## config.mk

```make
export PLATFORM = sky130hd
export DESIGN_NAME = lamp_status_decoder
export DESIGN_NICKNAME = d
export VERILOG_FILES = /design/src/rtl/lamp_status_decoder.sv
export SDC_FILE = /design/constraint.sdc
export NUM_CORES = 1
export LEC_CHECK = 0
export BUFFER_PORTS_ARGS = -buffer_cell sky130_fd_sc_hd__buf_2
export CORE_MARGIN = 3
export CORE_UTILIZATION = 40
export CTS_CLUSTER_SIZE = 20
export DETAILED_ROUTE_END_ITERATION = 8
export GPL_ROUTABILITY_DRIVEN = 1
export GPL_TIMING_DRIVEN = 0
export MAX_ROUTING_LAYER = met4
export PLACE_DENSITY = 0.57
export SETUP_SLACK_MARGIN = 0.5
export SLEW_MARGIN = 40
export SYNTH_ARGS = -nofsm -noshare
export SYNTH_HDL_FRONTEND = slang
export SYNTH_SLANG_ARGS = --single-unit
```

## constraint.sdc

```tcl
create_clock -name clk -period 6.1 [get_ports clk]
set_input_delay 0.305 -clock clk [delete_from_list [all_inputs] [get_ports clk]]
set_output_delay 0.305 -clock clk [all_outputs]
set_load 0.02 [all_outputs]
```

## src/rtl/lamp_status_decoder.sv

```systemverilog
// rtl/lamp_status_decoder.sv - read-back observer for the water_lamp flasher and 7-segment outputs
// Glitch-filters each output field, classifies each flasher side's behaviour and decodes both digits.

module lamp_status_filter #(
    parameter int W          = 3,
    parameter int STABLE_CYC = 4
) (
    input  logic         clk,
    input  logic         rst,
    input  logic [W-1:0] din_i,
    output logic [W-1:0] val_o,
    output logic [W-1:0] prev_o,
    output logic         chg_o
);
    localparam int CW = $clog2(STABLE_CYC + 1);

    logic [W-1:0]  sample_q, last_q, val_q, prev_q;
    logic [CW-1:0] cnt_q, cnt_d;
    logic          chg_q, accept;

    // cnt_d counts how many consecutive cycles sample_q has held its present value
    always_comb begin
        cnt_d = cnt_q;
        if (sample_q != last_q) begin
            cnt_d = CW'(1);
        end else if (cnt_q < CW'(STABLE_CYC)) begin
            cnt_d = cnt_q + 1'b1;
        end
    end

    assign accept = (cnt_d == CW'(STABLE_CYC)) && (sample_q != val_q);

    always_ff @(posedge clk or posedge rst) begin
        if (rst) begin
            sample_q <= '0;
            last_q   <= '0;
            val_q    <= '0;
            prev_q   <= '0;
            cnt_q    <= '0;
            chg_q    <= 1'b0;
        end else begin
            sample_q <= din_i;
            last_q   <= sample_q;
            cnt_q    <= cnt_d;
            chg_q    <= accept;
            if (accept) begin
                prev_q <= val_q;
                val_q  <= sample_q;
            end
        end
    end

    assign val_o  = val_q;
    assign prev_o = prev_q;
    assign chg_o  = chg_q;
endmodule

module lamp_status_side #(
    parameter int TIMEOUT = 1024
) (
    input  logic        clk,
    input  logic        rst,
    input  logic        chg_i,
    input  logic [2:0]  old_i,
    input  logic [2:0]  new_i,
    output logic [2:0]  mode_o,
    output logic [15:0] period_o
);
    localparam logic [2:0]  IDLE      = 3'd0;
    localparam logic [2:0]  SWEEP     = 3'd1;
    localparam logic [2:0]  BLINK     = 3'd2;
    localparam logic [2:0]  STEADY_ON = 3'd3;
    localparam logic [2:0]  FAULT     = 3'd4;
    localparam logic [15:0] TO_LAST   = 16'(TIMEOUT - 1);

    logic [2:0]  mode_q, mode_d;
    logic [1:0]  sweep_q, sweep_d, blink_q, blink_d;
    logic [15:0] cnt_q, cnt_d, cnt_inc, period_q, period_d;
    logic        sweep_step, blink_step, neutral_step, bad_pat;

    assign cnt_inc      = (cnt_q == 16'hFFFF) ? cnt_q : cnt_q + 16'd1;
    assign sweep_step   = (old_i == 3'b000 && new_i == 3'b001) ||
                          (old_i == 3'b001 && new_i == 3'b011) ||
                          (old_i == 3'b011 && new_i == 3'b111);
    assign blink_step   = (old_i == 3'b000 && new_i == 3'b111);
    assign neutral_step = (old_i == 3'b111 && new_i == 3'b000);
    assign bad_pat      = new_i inside {3'b010, 3'b100, 3'b101, 3'b110};

    always_comb begin
        mode_d   = mode_q;
        sweep_d  = sweep_q;
        blink_d  = blink_q;
        period_d = period_q;
        cnt_d    = cnt_inc;
        if (chg_i) begin
            cnt_d    = 16'd0;
            period_d = cnt_inc;
            if (bad_pat) begin
                mode_d  = FAULT;
                sweep_d = 2'd0;
                blink_d = 2'd0;
            end else if (sweep_step) begin
                sweep_d = (sweep_q == 2'd3) ? 2'd3 : sweep_q + 2'd1;
                blink_d = 2'd0;
                if (sweep_q == 2'd1) mode_d = SWEEP;
            end else if (blink_step) begin
                blink_d = (blink_q == 2'd3) ? 2'd3 : blink_q + 2'd1;
                sweep_d = 2'd0;
                if (blink_q == 2'd1) mode_d = BLINK;
            end else if (!neutral_step) begin
                mode_d  = FAULT;
                sweep_d = 2'd0;
                blink_d = 2'd0;
            end
        end else if (cnt_q == TO_LAST) begin
            // Activity stopped: classify the pattern the lamp is parked on
            mode_d  = (new_i == 3'b000) ? IDLE : (new_i == 3'b111) ? STEADY_ON : FAULT;
            sweep_d = 2'd0;
            blink_d = 2'd0;
        end
    end

    always_ff @(posedge clk or posedge rst) begin
        if (rst) begin
            mode_q   <= IDLE;
            sweep_q  <= 2'd0;
            blink_q  <= 2'd0;
            cnt_q    <= 16'd0;
            period_q <= 16'd0;
        end else begin
            mode_q   <= mode_d;
            sweep_q  <= sweep_d;
            blink_q  <= blink_d;
            cnt_q    <= cnt_d;
            period_q <= period_d;
        end
    end

    assign mode_o   = mode_q;
    assign period_o = period_q;
endmodule

module lamp_status_decoder #(
    parameter int STABLE_CYC = 4,
    parameter int TIMEOUT    = 1024
) (
    input  logic        clk,
    input  logic        rst,
    input  logic [2:0]  ledL,
    input  logic [2:0]  ledR,
    input  logic [6:0]  ledNum1,
    input  logic [6:0]  ledNum2,
    output logic [2:0]  modeL,
    output logic [2:0]  modeR,
    output logic [15:0] periodL,
    output logic [15:0] periodR,
    output logic [3:0]  digit1,
    output logic [3:0]  digit2,
    output logic        digit_err
);
    logic [2:0] l_val, l_prev, r_val, r_prev;
    logic [6:0] n1_val, n1_prev, n2_val, n2_prev;
    logic       l_chg, r_chg, n1_chg, n2_chg;
    logic [3:0] digit1_q, digit2_q;

    function automatic logic [3:0] seg_decode(input logic [6:0] s);
        case (s)
            7'h3F:   return 4'd0;
            7'h06:   return 4'd1;
            7'h5B:   return 4'd2;
            7'h4F:   return 4'd3;
            7'h66:   return 4'd4;
            7'h6D:   return 4'd5;
            7'h7D:   return 4'd6;
            7'h07:   return 4'd7;
            7'h7F:   return 4'd8;
            7'h6F:   return 4'd9;
            7'h00:   return 4'hE;
            default: return 4'hF;
        endcase
    endfunction

    lamp_status_filter #(.W(3), .STABLE_CYC(STABLE_CYC)) u_flt_l (
        .clk(clk), .rst(rst), .din_i(ledL), .val_o(l_val), .prev_o(l_prev), .chg_o(l_chg));
    lamp_status_filter #(.W(3), .STABLE_CYC(STABLE_CYC)) u_flt_r (
        .clk(clk), .rst(rst), .din_i(ledR), .val_o(r_val), .prev_o(r_prev), .chg_o(r_chg));
    lamp_status_filter #(.W(7), .STABLE_CYC(STABLE_CYC)) u_flt_n1 (
        .clk(clk), .rst(rst), .din_i(ledNum1), .val_o(n1_val), .prev_o(n1_prev), .chg_o(n1_chg));
    lamp_status_filter #(.W(7), .STABLE_CYC(STABLE_CYC)) u_flt_n2 (
        .clk(clk), .rst(rst), .din_i(ledNum2), .val_o(n2_val), .prev_o(n2_prev), .chg_o(n2_chg));

    lamp_status_side #(.TIMEOUT(TIMEOUT)) u_side_l (
        .clk(clk), .rst(rst), .chg_i(l_chg), .old_i(l_prev), .new_i(l_val),
        .mode_o(modeL), .period_o(periodL));
    lamp_status_side #(.TIMEOUT(TIMEOUT)) u_side_r (
        .clk(clk), .rst(rst), .chg_i(r_chg), .old_i(r_prev), .new_i(r_val),
        .mode_o(modeR), .period_o(periodR));

    // Digits only move on an accepted change so a blank display after reset still reads 0
    always_ff @(posedge clk or posedge rst) begin
        if (rst) begin
            digit1_q <= 4'd0;
            digit2_q <= 4'd0;
        end else begin
            if (n1_chg) digit1_q <= seg_decode(n1_val);
            if (n2_chg) digit2_q <= seg_decode(n2_val);
        end
    end

    assign digit1    = digit1_q;
    assign digit2    = digit2_q;
    assign digit_err = (digit1_q == 4'hF) || (digit2_q == 4'hF);
endmodule

```

# --- Word level (Yosys, flattened, before mapping) ---
# Cells that the tools add are included.
classes:
  addsub: 10
  n_mul: 0
  div: 0
  order_cmp: 4
  n_eq_ne: 72
  shift: 0
  muxes: 58
  bitwise: 0
  reduce_logical: 33
op_table:
  columns: ["cell", "count"]
  rows:
  - ["equality test 7 bit (second input constant)", 14]
  - ["one-hot mux 4 bit (11 select lines)", 2]
  - ["2-to-1 mux 3 bit", 28]
  - ["2-to-1 mux 16 bit", 4]
  - ["2-to-1 mux 2 bit", 24]
  - ["equality test 3 bit (second input constant)", 14]
  - ["adder 16 x 1 -> 16 bit (second input constant)", 2]
  - ["equality test 16 x 10 -> 1 bit (second input constant)", 2]
  - ["equality test 16 bit (second input constant)", 2]
  - ["equality test 7 x 3 -> 1 bit (second input constant)", 4]
  - ["!= test 7 bit", 4]
  - ["equality test 3 x 2 -> 1 bit (second input constant)", 6]
  - ["equality test 7 x 6 -> 1 bit (second input constant)", 2]
  - ["logical AND 1 bit", 14]
  - ["logical NOT 7 bit", 2]
  - ["adder 3 x 1 -> 3 bit (second input constant)", 4]
  - ["equality test 3 x 1 -> 1 bit (second input constant)", 4]
  - ["logical NOT 3 bit", 4]
  - ["less-than comparator 3 bit (second input constant)", 4]
  - ["!= test 3 bit", 4]
  - ["!= test 5 x 3 -> 1 bit (second input constant)", 2]
  - ["!= test 5 x 4 -> 1 bit (second input constant)", 2]
  - ["adder 2 x 1 -> 2 bit (second input constant)", 4]
  - ["equality test 2 x 1 -> 1 bit (second input constant)", 4]
  - ["8 further kinds", 21]
totals:
  reg_bits: 168
  latchBits: 0
  ramBits: 0
  romBits: 0
  in_bits: 22
  output_inout_bits: 47
  word_cells: 211
  n_memories: 0

# --- Depth between registers and ports, before layout ---
# Gate-level depths: netlist (run 1).
depth:
  depth_word: 7
  mapped_depth: 6
  depth_no_buf: 6

# --- By module ---
# Synthesis (run 1) repeated with hierarchy kept, for this count alone.
unflattened:
  cells_unflattened: 719
  hier_area_um2: 8254.2
modules_own_cells:
  columns: ["mod", "instances", "cells_per_inst", "area_per_inst_um2", "seq_area_each_um2"]
  rows:
  - ["lamp_status_filter (u_flt_n1 ...)", 2, 79, 1251.2, 800.8]
  - ["lamp_status_side (u_side_r)", 1, 186, 1873.0, 975.9]
  - ["lamp_status_side (u_side_l)", 1, 188, 1851.8, 975.9]
  - ["lamp_status_filter (u_flt_l ...)", 2, 41, 634.4, 400.4]
  - ["lamp_status_decoder", 1, 105, 758.2, 200.2]

# --- Worst setup path after synthesis (run 1) ---
# No wires, ideal clock.
synth_path:
  path_type: "flip-flop to flip-flop"
  from: "register u_side_l.cnt_q[12]"
  to: "register u_side_l.mode_q[0], in the netlist u_side_l.mode_o[0]"
  setup_time_ps: 125
  arrival_ps: 1834
  t_required_ps: 5975
  path_slack_ps: 4141
  path_stages_with_launch: 6
  path_buffers: 0
  synth_period_minus_slack_ps: 1959
  path_cell_list: "dfrtp_1 > or4_1 > nor4_2 > o2bb2ai_2 > o221a_4 > mux2_4"
synth_between:
  elab_chain_len: 3
synth_lines:
  columns: ["item", "line", "rtl"]
  rows:
  - ["start, declared", "78", "logic [15:0] cnt_q, cnt_d, cnt_inc, period_q, period_d;"]
  - ["start signal, assigned", "134", "cnt_q <= cnt_d;"]
  - ["equality test 16 x 10 -> 1 bit", "115", "end else if (cnt_q == TO_LAST) begin"]
  - ["nonzero test 2 bit (no source line)", null, null]
  - ["AND reduction 4 bit (no source line)", null, null]
  - ["end signal, assigned", "131", "mode_q <= mode_d;"]
  - ["end, declared", "76", "logic [2:0] mode_q, mode_d;"]
# Every way passes these cells.
# A chain may end at the register's enable or synchronous reset.

# --- Worst setup path after layout (run 1) ---
layout_path:
  from: "register u_side_r.cnt_q[0]"
  to: "register u_side_r.period_q[11], in the netlist u_side_r.period_o[11]"
layout_between:
  elab_chain_len: 2
  word_cells_on_any_way: 3
  cone_classes: "add/sub (1); eq/ne (1); mux (1)"
layout_lines:
  columns: ["item", "line", "rtl"]
  rows:
  - ["start, declared", "78", null]
  - ["start signal, assigned", "134", null]
  - ["adder 16 x 1 -> 16 bit or equality test 16 bit (tied branches)", "81", "assign cnt_inc = (cnt_q == 16'hFFFF) ? cnt_q : cnt_q + 16'd1;"]
  - ["2-to-1 mux 16 bit *", "81", null]
  - ["end signal, assigned", "135", "period_q <= period_d;"]
  - ["end, declared", "78", null]
# Mark *: on every way between the ends. The rest lies on a longest branch, timed or not.

==> results of run 1 <==
==> registers in the layout, summed over array words and instances, names as in the netlist, 4 cells and up <==
name,cells
u_flt_n1.val_o,7
digit2,4
u_side_l.period_o,16
u_flt_n2.sample_q,7
u_flt_n1.sample_q,7
digit1,4
u_side_r.cnt_q,16
u_side_r.period_o,16
u_flt_n1.last_q,7
u_flt_n2.val_o,7
u_side_l.cnt_q,16
u_flt_n2.last_q,7
==> cell usage after synthesis (14+ instances only) <==
library cell / number / share of area
sky130_fd_sc_hd__xnor2_1: 38 / 0.044
sky130_fd_sc_hd__mux2i_1: 18 / 0.024
sky130_fd_sc_hd__nand3_1: 24 / 0.016
sky130_fd_sc_hd__xor2_1: 27 / 0.031
sky130_fd_sc_hd__mux2_1: 14 / 0.021
sky130_fd_sc_hd__nor2_1: 86 / 0.043
sky130_fd_sc_hd__nand2_1: 35 / 0.017
sky130_fd_sc_hd__clkbuf_1: 18 / 0.0090
sky130_fd_sc_hd__mux2_2: 17 / 0.025
sky130_fd_sc_hd__inv_1: 17 / 0.0085
sky130_fd_sc_hd__nor4_1: 15 / 0.012
sky130_fd_sc_hd__nand4_1: 17 / 0.014
sky130_fd_sc_hd__nor3_1: 16 / 0.011
sky130_fd_sc_hd__a21oi_1: 32 / 0.021
sky130_fd_sc_hd__dfrtp_1: 168 / 0.56
sky130_fd_sc_hd__o21ai_0: 23 / 0.015
==> cell families (layout without fill, tap and decap cells) <==
logic type	Yosys count	in the layout	share of synthesized area
simple gates	249	249	0.174
flops	168	168	0.559
compound gates	91	91	0.0814
xor+xnor	65	65	0.0757
mux	52	52	0.0764
buf+inv	42	164	0.0230
fa+ha+maj	6	6	0.00999
==> layer usage <==
metal  vias to the layer above  GRT usage
met4                         0     0.0470
met1                      2666      0.201
met3                        17     0.0422
met2                       117      0.253
li1                       2615          -
met5                         -          -
==> layout make-up <==
class	instances	area, um2
fill	1636	9220
sequential	168	4200
multi-input combinational	463	3140
timing repair buffer	91	598
clock buffer	20	457
tap	229	287
clock inverter	11	124
buffer	25	109
inverter	17	71.3
==> path summary, 6_finish.rpt <==
| path | from | end | cells after the start |
|---|---|---|---|
| hold / removal | u_flt_n1.sample_q[5] | u_flt_n1.last_q[5] | 0 |
| setup / recovery | u_side_r.cnt_q[0] | u_side_r.period_o[11] | 6 |
| hold reg to reg | u_flt_n1.sample_q[5] | u_flt_n1.last_q[5] | 0 |
| min in group asynchronous | rst | u_side_l.mode_o[0] | 3 |
| max in group asynchronous | rst | u_flt_n2.sample_q[3] | 4 |
| setup reg to reg | u_side_r.cnt_q[0] | u_side_r.period_o[11] | 6 |
==> repair_timing <==
| action | CTS | global route |
|---|---|---|
| buffers inserted | 0 | 0 |
| hold buffers | 19 | 2 |
| setup endpoints to repair | 0 | 0 |
| hold endpoints to repair | 82 | 2 |
| resized for setup | 0 | 0 |
==> stage by stage <==
step | worst slack, ns | total power, mW | std cells | setup TNS, ns
6_report | 3.82 | 2.72 | 1024 | 0
5_1_grt | 3.67 | 2.86 | 1024 | 0
4_1_cts | 3.81 | 2.75 | 1022 | 0
3_5_place_dp | 3.84 | 1.67 | 972 | 0
3_3_place_gp | -0.439 | 1.65 | 970 | -71.77
2_1_floorplan | 1.25 | 1.56 | 673 | 0
==> power by group <==
part           total [mW]  internal, mW  switching (mW)
sequential           1.30          1.21          0.0904
clock                1.05         0.622           0.430
combinational       0.367         0.149           0.218
total                2.72          1.98           0.738
==> critical path: stages (launching register included) <==
cell and delay, ns:
sky130_fd_sc_hd__dfrtp_1 0.40, sky130_fd_sc_hd__ha_1 0.23, sky130_fd_sc_hd__nand3_1 0.33, sky130_fd_sc_hd__nor4_4 0.64
sky130_fd_sc_hd__nor3_1 0.15, sky130_fd_sc_hd__xnor2_1 0.29, sky130_fd_sc_hd__a21oi_1 0.11
==> results.toml, run 1 <==
[outcome]
status = "complete, no violations"

[synth]
synthesis.area_per_instance_um2 = 11.2
synth_edf_count = 0
synthCells = 673
yosys_warns = 0
synth-main-ff-cell = "sky130_fd_sc_hd__dfrtp_1"
synth-seq-area-share = 0.559
ys_ff_latch = 168
synth-async-reset-ratio = 1.00
post_synth_instance_area_um2 = 7520
synth_fp_nets = 701
distinct_cells_synth = 68

[worst_setup_path]
critical_path_peak_fanout = 9
worst-r2r-setup-slack_ns = 3.82
setup.worst_path.class = "reg2reg"
arrival_ns = 2.57
timing.critical_path.to_type = "register"
worstSetupStartpointType = "register"
worst-endpoint-required_ns = 6.38

[die]
dieHeight_um = 143
num_io_pins = 69
floorplan.core_area_um2 = 18200
die_x_um = 143
placementRows = 49
die-area_um2 = 20500
effective_utilization_at_floorplan = 0.413

[placement]
routabilityCongestion = 0.857
final_hpwl_from_detailed_placement_mm = 10.5
place_area_um2 = 8200
io_buffer_count = 68

[sta]
max_slew_margin = 0.559
rsz0062_at_grt = "false"
fin_skew_ns = 0.00923
report.final.slew_viol_count = 0
final-setup-viol-count = 0
min_period_ns = 2.28
final.hold.worst_slack_ns = 0.457
timing.final.crit_share = 0.375
fmaxAchievable_mhz = 438
final_count_of_hold_timing_violations = 0
worst_pin_slew_ns = 0.662

[final_layout]
finish.net_count = 811
syn2layout_area_growth_pct = 19.6
most_common_cell_after_layout_fill_and_taps_aside = "sky130_fd_sc_hd__dfrtp_1"
utilization = 0.494
mostFrequentLayoutCells = "168 x sky130_fd_sc_hd__dfrtp_1, 86 x sky130_fd_sc_hd__nor2_1, 71 x sky130_fd_sc_hd__buf_2"
design_area_um2 = 8990
diodes = 0
drive_gt1_frac = 0.181

[route]
num_vias = 5415
antenna_violating_nets_post_route = 0
drt_drc_violations_left = 0
finalWirelength_mm = 14.9
highest_layer = "met4"
route.met2.wl_mm = 7.15
vias_per_cell = 5.29
drt_iter0_markers = 254
met3_wirelength_um = 581
drt_pre_antenna_iters = 4
routedWlPerCell_um = 14.5
sum_of_routed_wire_segments_on_met1_mm = 6.93

[clocking]
clkTransAtPathRegs_ns = 0.06
clkSinkCount = 168
cts_tree = "done"
clock_tree.root_cell = "sky130_fd_sc_hd__clkbuf_16"
clk-insertion-delay-late_ns = 0.42
cts.htree.levels = 4
ctsLongestPathBuffers = 2
cts-buffers-inserted = 17

[grt]
grt_max_degree = 67
grt_pass1_vias = 5444
grt_util_all_layers = 0.159
grt_pass1_wl_mm = 25.8
grt_remaining_overflow = 0
antenna_violations_before_repair = 0

[pwr]
power.leakage_nw = 4.07
ir_drop_mv = 0.213
power_density_nw_per_um2 = 302

[job]
drv_cap = 0

[worst_hold_path]
hold_class = "reg2reg"
No activity file was read; power rests on OpenSTA's default activity.
==> run 2: changes to the inputs <==
Settings changed: ABC_AREA set to 1.
Clock period 6.1 ns to 2.4 ns, I/O delays scaled along.
==> results.toml, run 2 <==
[die]
floorplan.core_area_um2 = 19700
placementRows = 51
effective_utilization_at_floorplan = 0.413
num_io_pins = 69
die_x_um = 149
die-area_um2 = 22100
dieHeight_um = 149

[sta]
final.hold.worst_slack_ns = 0.268
timing.final.crit_share = 0.758
final_count_of_hold_timing_violations = 0
final-setup-viol-count = 0
report.final.slew_viol_count = 0
max_slew_margin = 0.621
fmaxAchievable_mhz = 550
min_period_ns = 1.82
fin_skew_ns = 0.0132
worst_pin_slew_ns = 0.568
rsz0062_at_grt = "false"

[worst_setup_path]
timing.rr.end = "u_side_r.cnt_q[1]"
critical_path_peak_fanout = 10
setup.worst_path.class = "reg2reg"
timing.critical_path.cells = "ha_4 -> nand3_2 -> nor3_4 -> buf_4 -> nand3_2 -> buf_6 -> nand2_1 -> o21ai_2 -> and2_1"
worstSetupStartpointType = "register"
cpMostUsedCell = "sky130_fd_sc_hd__nand3_2"
launch_point_of_the_worst_path = "u_side_r.cnt_q[0]"
worst-r2r-setup-slack_ns = 0.58
worst-endpoint-required_ns = 2.71
arrival_ns = 2.13
cpMaxStageDelayCell = "sky130_fd_sc_hd__dfrtp_2"
timing.rr.start = "u_side_r.cnt_q[0]"
timing.critical_path.to_type = "register"
r2r_depth = 9
critPathMaxStageDelay_ns = 0.42

[synth]
synth.area.top_cells = "sky130_fd_sc_hd__dfrtp_1 52%, sky130_fd_sc_hd__nand2_1 17%, sky130_fd_sc_hd__inv_1 5.3%, sky130_fd_sc_hd__nand3_1 5.1%, sky130_fd_sc_hd__nor2_1 5.1%"
synth.top_cells.by_count = "361 x sky130_fd_sc_hd__nand2_1, 168 x sky130_fd_sc_hd__dfrtp_1, 115 x sky130_fd_sc_hd__inv_1, 110 x sky130_fd_sc_hd__nor2_1, 83 x sky130_fd_sc_hd__nand3_1"
yosys.cell_count.top_type = "sky130_fd_sc_hd__nand2_1"
synthesis.area_per_instance_um2 = 7.85
muxShareOfSynthArea = 0.00138
post_synth_and_or_nand_nor_area_fraction = 0.340
synth_area_in_compound_gates = 0.0427
post_synth_xor_area_fraction = 0.0269
synth_fp_nets = 1066
synth-seq-area-share = 0.516
yosys_warns = 0
ys_ff_latch = 168
synthCells = 1038
synth_largest_area_cell = "sky130_fd_sc_hd__dfrtp_1"
synth_top_family_by_area = "simple AND/OR/NAND/NOR gates"
synth_edf_count = 0
synth_largest_type_area_fraction = 0.516
post_synth_instance_area_um2 = 8150
synth-async-reset-ratio = 1.00
distinct_cells_synth = 39
synth-main-ff-cell = "sky130_fd_sc_hd__dfrtp_1"
post_synth_fa_ha_maj_area_fraction = 0.00921

[pwr]
power_density_nw_per_um2 = 664
p_sw_mw = 1.74
p_int_mw = 4.84
power.switching_fraction = 0.264
pwr-share-clk = 0.421
ir_drop_mv = 0.471
power.leakage_nw = 5.28
share_comb_of_total_power = 0.100
seqPwrFrac = 0.479

[placement]
routabilityCongestion = 0.840
final_hpwl_from_detailed_placement_mm = 12.7
io_buffer_count = 68

[grt]
antenna_violations_before_repair = 0
grt_util_met2 = 0.276
globalRoute.busiestLayer = "met2"
grt_util_all_layers = 0.171
global_route.usage.met1 = 0.223
grt_pass1_wl_mm = 30.3
grt_remaining_overflow = 0
grt_util_met3 = 0.0316
grt_max_degree = 26
grt_pass1_vias = 6494

[route]
drt_drc_violations_left = 0
drt_iter0_markers = 294
drt_pre_antenna_iters = 5
vias_per_cell = 4.71
routedWlPerCell_um = 12.0
finalWirelength_mm = 17.3
num_vias = 6776
antenna_violating_nets_post_route = 0

[final_layout]
mostFrequentLayoutCells = "360 x sky130_fd_sc_hd__nand2_1, 167 x sky130_fd_sc_hd__dfrtp_1, 114 x sky130_fd_sc_hd__inv_1"
fillers = 1872
drive_gt1_frac = 0.134
diodes = 0
utilization = 0.503
most_common_cell_after_layout_fill_and_taps_aside = "sky130_fd_sc_hd__nand2_1"
finish.net_count = 1190
syn2layout_area_growth_pct = 21.6

[outcome]
status = "complete, no violations"

[clocking]
clk-insertion-delay-late_ns = 0.43
ctsLongestPathBuffers = 2
clkSinkCount = 168
cts-buffers-inserted = 17
cts.htree.levels = 4
cts_tree = "done"
clkTransAtPathRegs_ns = 0.07
clock_tree.root_cell = "sky130_fd_sc_hd__clkbuf_16"

[job]
drv_cap = 0

[worst_hold_path]
hold_class = "in2async"
-- run 2: changes by cell type in the layout (fill, tap and decap cells not counted), sizes merged, moves of 16 or more --
| cell | previous run | this run |
|---|---|---|
| nor2 | 86 | 118 |
| nor4 | 17 | 1 |
| xnor2 | 38 | 11 |
| nand2 | 36 | 364 |
| a21oi | 32 | 14 |
| mux2i | 18 | 0 |
| inv | 18 | 125 |
| mux2 | 34 | 1 |
| nand3 | 24 | 90 |
| o21ai | 23 | 44 |
-- run 2: how the worst max path moves through the flow --
| stage | endpoint | slack (ns) |
|---|---|---|
| 2_1_floorplan | digit1[0] | 0.14 |
| 3_3_place_gp | u_side_l.sweep_q[0] | -1.03 |
| 3_5_place_dp | u_side_r.mode_o[0] | 0.58 |
| 4_1_cts | u_side_r.mode_o[1] | 0.56 |
| 5_1_grt | u_side_r.period_o[2] | 0.48 |
| 6_report | u_side_r.cnt_q[1] | 0.58 |
-- run 2: stage by stage --
step                setup TNS (ns)  cell area (um2)  power, mW  setup WS (ns)  std cells
finish                           0             9910       6.58          0.582       1440
global placement           -170.68             8830       3.79          -1.03       1371
floorplan                        0             8160       3.63          0.139       1038
CTS                              0             9830       6.67          0.555       1432
detailed placement               0             9020       3.83          0.582       1379
global route                     0             9910       6.92          0.483       1440
-- run 2: cell families after synthesis --
| kind of cell | after synthesis |
|---|---|
| xor gates and xnor gates | 25 |
| buffers and inverters | 136 |
| muxes | 1 |
| DFF | 168 |
| adders and majority gates | 6 |
| AOI/OAI and AO/OA | 66 |
| and+or+nand+nor | 636 |
-- run 2: area by class of cell --
cell class	count	area, um2	share of cell area
Inverter	120	454	0.0458
Multi-Input combinational cell	734	3440	0.347
Clock inverter	14	159	0.0160
Sequential cell	168	4210	0.424
Buffer	16	71.3	0.00720
Clock buffer	18	439	0.0443
Tap cell	265	332	0.0335
Timing Repair Buffer	105	808	0.0815
-- run 2: power by group through the flow --
stage          clock network (mW)  registers, mW  logic [mW]
3_3_place_gp                    0           3.20       0.584
5_1_grt                      2.98           3.17       0.768
2_1_floorplan                   0           3.17       0.458
6_report                     2.77           3.15       0.657
4_1_cts                      2.85           3.15       0.661
3_5_place_dp                    0           3.20       0.635
-- run 2: timing repair --
| action | in CTS | in global routing |
|---|---|---|
| buffers inserted | 0 | 8 |
| hold endpoints to repair | 36 | 0 |
| hold buffers | 21 | 0 |
| setup endpoints to repair | 0 | 29 |
| gates resized for setup | 0 | 5 |
-- run 2: routing by layer --
metal  vias to the layer above  wire, um  part of all wire
li1                       3526         -                 -
met1                      3120      8190              0.47
met2                       119      8360              0.48
met3                        11       660             0.038
met4                         0       122            0.0070
met5                         -         0                 0
-- run 2: worst max-delay path, delay by kind of cell (launching register included) --
kind            cells  cell delay [ns]
compound gates      1             0.07
fa+ha+maj           1             0.18
buf+inv             2             0.34
flops               1             0.42
simple gates        5             0.70
==> run 3: changes to the inputs <==
Settings changed: ABC_AREA 1 to 0.
Clock period 2.4 ns to 1.84 ns, I/O delays scaled along.
==> results.toml, run 3 (synthesized netlist as in run 1, its figures left out) <==
[sta]
timing.final.crit_share = 1.06
fin_skew_ns = 0.0112
worst_pin_slew_ns = 0.569
final_count_of_hold_timing_violations = 0
rsz0062_at_grt = "true"
final-setup-viol-count = 17
max_slew_margin = 0.620
fmaxAchievable_mhz = 513
min_period_ns = 1.95
report.final.slew_viol_count = 0
worst_slack_ns = -0.110

[final_layout]
drive_gt1_frac = 0.502
fillers = 1340
finish.net_count = 918
most_common_cell_after_layout_fill_and_taps_aside = "sky130_fd_sc_hd__dfrtp_1"
mostFrequentLayoutCells = "147 x sky130_fd_sc_hd__dfrtp_1, 71 x sky130_fd_sc_hd__buf_2, 71 x sky130_fd_sc_hd__nor2_1"
syn2layout_area_growth_pct = 53.5

[worst_hold_path]
hold_class = "in2reg"
holdPathEnd = "u_flt_l.sample_q[0]"
timing.hold.worst_path_depth = 2
worstHoldStart = "ledL[0]"

[worst_setup_path]
critical_path_cell_count = 5
timing.critical_path.to_type = "register"
critPathMaxStageDelay_ns = 0.55
timing.rr.end = "u_side_l.mode_o[1]"
critical_path_peak_fanout = 3
launch_point_of_the_worst_path = "u_side_l.cnt_q[12]"
setup.worst_path.class = "reg2reg"
arrival_ns = 2.26
critPathTopFamily = "simple AND/OR/NAND/NOR gates"
worst-r2r-setup-slack_ns = -0.11
buffers_plus_inverters_on_the_worst_setup_path = 0
timing.critical_path.cells = "or4_4 -> nor4_4 -> o2bb2ai_2 -> o221a_4 -> mux2_4"
timing.rr.start = "u_side_l.cnt_q[12]"
r2r_depth = 5
worst-endpoint-required_ns = 2.15
worstSetupStartpointType = "register"
cpMaxStageDelayCell = "sky130_fd_sc_hd__or4_4"

[die]
num_io_pins = 69
effective_utilization_at_floorplan = 0.413
floorplan.core_area_um2 = 18200
placementRows = 49
die-area_um2 = 20500
dieHeight_um = 143
die_x_um = 143

[placement]
routabilityCongestion = 0.837
final_hpwl_from_detailed_placement_mm = 11.3
dp_worst_setup_slack_ns = -0.398
io_buffer_count = 68

[outcome]
failing_checks = "negative setup slack"
status = "complete, but fails checks"

[route]
num_vias = 5952
finalWirelength_mm = 18.7
drt_pre_antenna_iters = 4
antenna_violating_nets_post_route = 0
drt_iter0_markers = 287
vias_per_cell = 5.25
routedWlPerCell_um = 16.5
drt_drc_violations_left = 0

[clocking]
cts.htree.levels = 4
clkSinkCount = 168
clk-insertion-delay-late_ns = 0.43
clock_tree.root_cell = "sky130_fd_sc_hd__clkbuf_16"
clkTransAtPathRegs_ns = 0.06
cts_tree = "done"
cts-buffers-inserted = 17
ctsLongestPathBuffers = 2

[pwr]
power_density_nw_per_um2 = 908
finalPower_mw = 10.5
ir_drop_mv = 0.654
power.leakage_nw = 5.10

[job]
drv_cap = 0

[grt]
antenna_violations_before_repair = 0
grt_util_all_layers = 0.194
grt_max_degree = 28
grt_remaining_overflow = 0
grt_pass1_wl_mm = 30.9
grt_pass1_vias = 6221
-- run 3: through the flow --
step	hold slack (ns)	util	TNS, ns	std cells	cell area (um2)
final	0.303	0.633	-0.843	1133	11500
after global routing	0.292	0.633	-2.17	1132	11500
after CTS	0.268	0.599	-1.37	1110	10900
after detailed placement	0.182	0.475	-10.30	977	8650
after global placement	0.202	0.466	-236.72	970	8480
after floorplan	0.123	-	-66.74	673	7850
-- run 3: worst max-delay path by stage --
stage	end	slack [ns]
2_1_floorplan	digit1[0]	-0.39
3_3_place_gp	u_side_l.period_o[13]	-1.36
3_5_place_dp	u_flt_n2.val_o[2]	-0.40
4_1_cts	u_side_l.mode_o[0]	-0.11
5_1_grt	u_side_l.mode_o[0]	-0.15
6_report	u_side_l.mode_o[1]	-0.11
-- run 3: what timing repair did --
action	4_1_cts	5_1_grt
hold endpoints to repair	32	0
setup buffers	80	22
gates resized for setup	182	95
cloned	0	0
hold buffers	21	0
pin swaps	63	55
setup endpoints to repair	122	122
-- run 3: cell type report --
cell class                      count  area, um2  share of cell area
Buffer                             25        209              0.0181
Clock inverter                     13        169              0.0146
Timing Repair Buffer              198       1680               0.146
Sequential cell                   168       4230               0.367
Tap cell                          229        287              0.0248
Clock buffer                       19        443              0.0384
Multi-Input combinational cell    463       4450               0.385
Antenna cell                        1       2.50            0.000217
Inverter                           17       67.6             0.00586
-- run 3: power breakdown --
group	switching, mW	internal [mW]
Combinational	1.23	1.21
Sequential	0.349	4.01
Clock	1.49	2.19
-- run 3: layer usage --
| metal | track usage | vias up | wire length [um] |
|---|---|---|---|
| met5 | - | - | 0 |
| met4 | 0.0595 | 0 | 212 |
| met3 | 0.0409 | 21 | 662 |
| met2 | 0.321 | 111 | 9640 |
| met1 | 0.239 | 2992 | 8210 |
| li1 | - | 2828 | - |
-- run 3: worst reg2reg max path, cell delays in order, from the launching register on --
cell                        delay, ns
sky130_fd_sc_hd__dfrtp_1         0.39
sky130_fd_sc_hd__or4_4           0.55
sky130_fd_sc_hd__nor4_4          0.19
sky130_fd_sc_hd__o2bb2ai_2       0.17
sky130_fd_sc_hd__o221a_4         0.25
sky130_fd_sc_hd__mux2_4          0.30
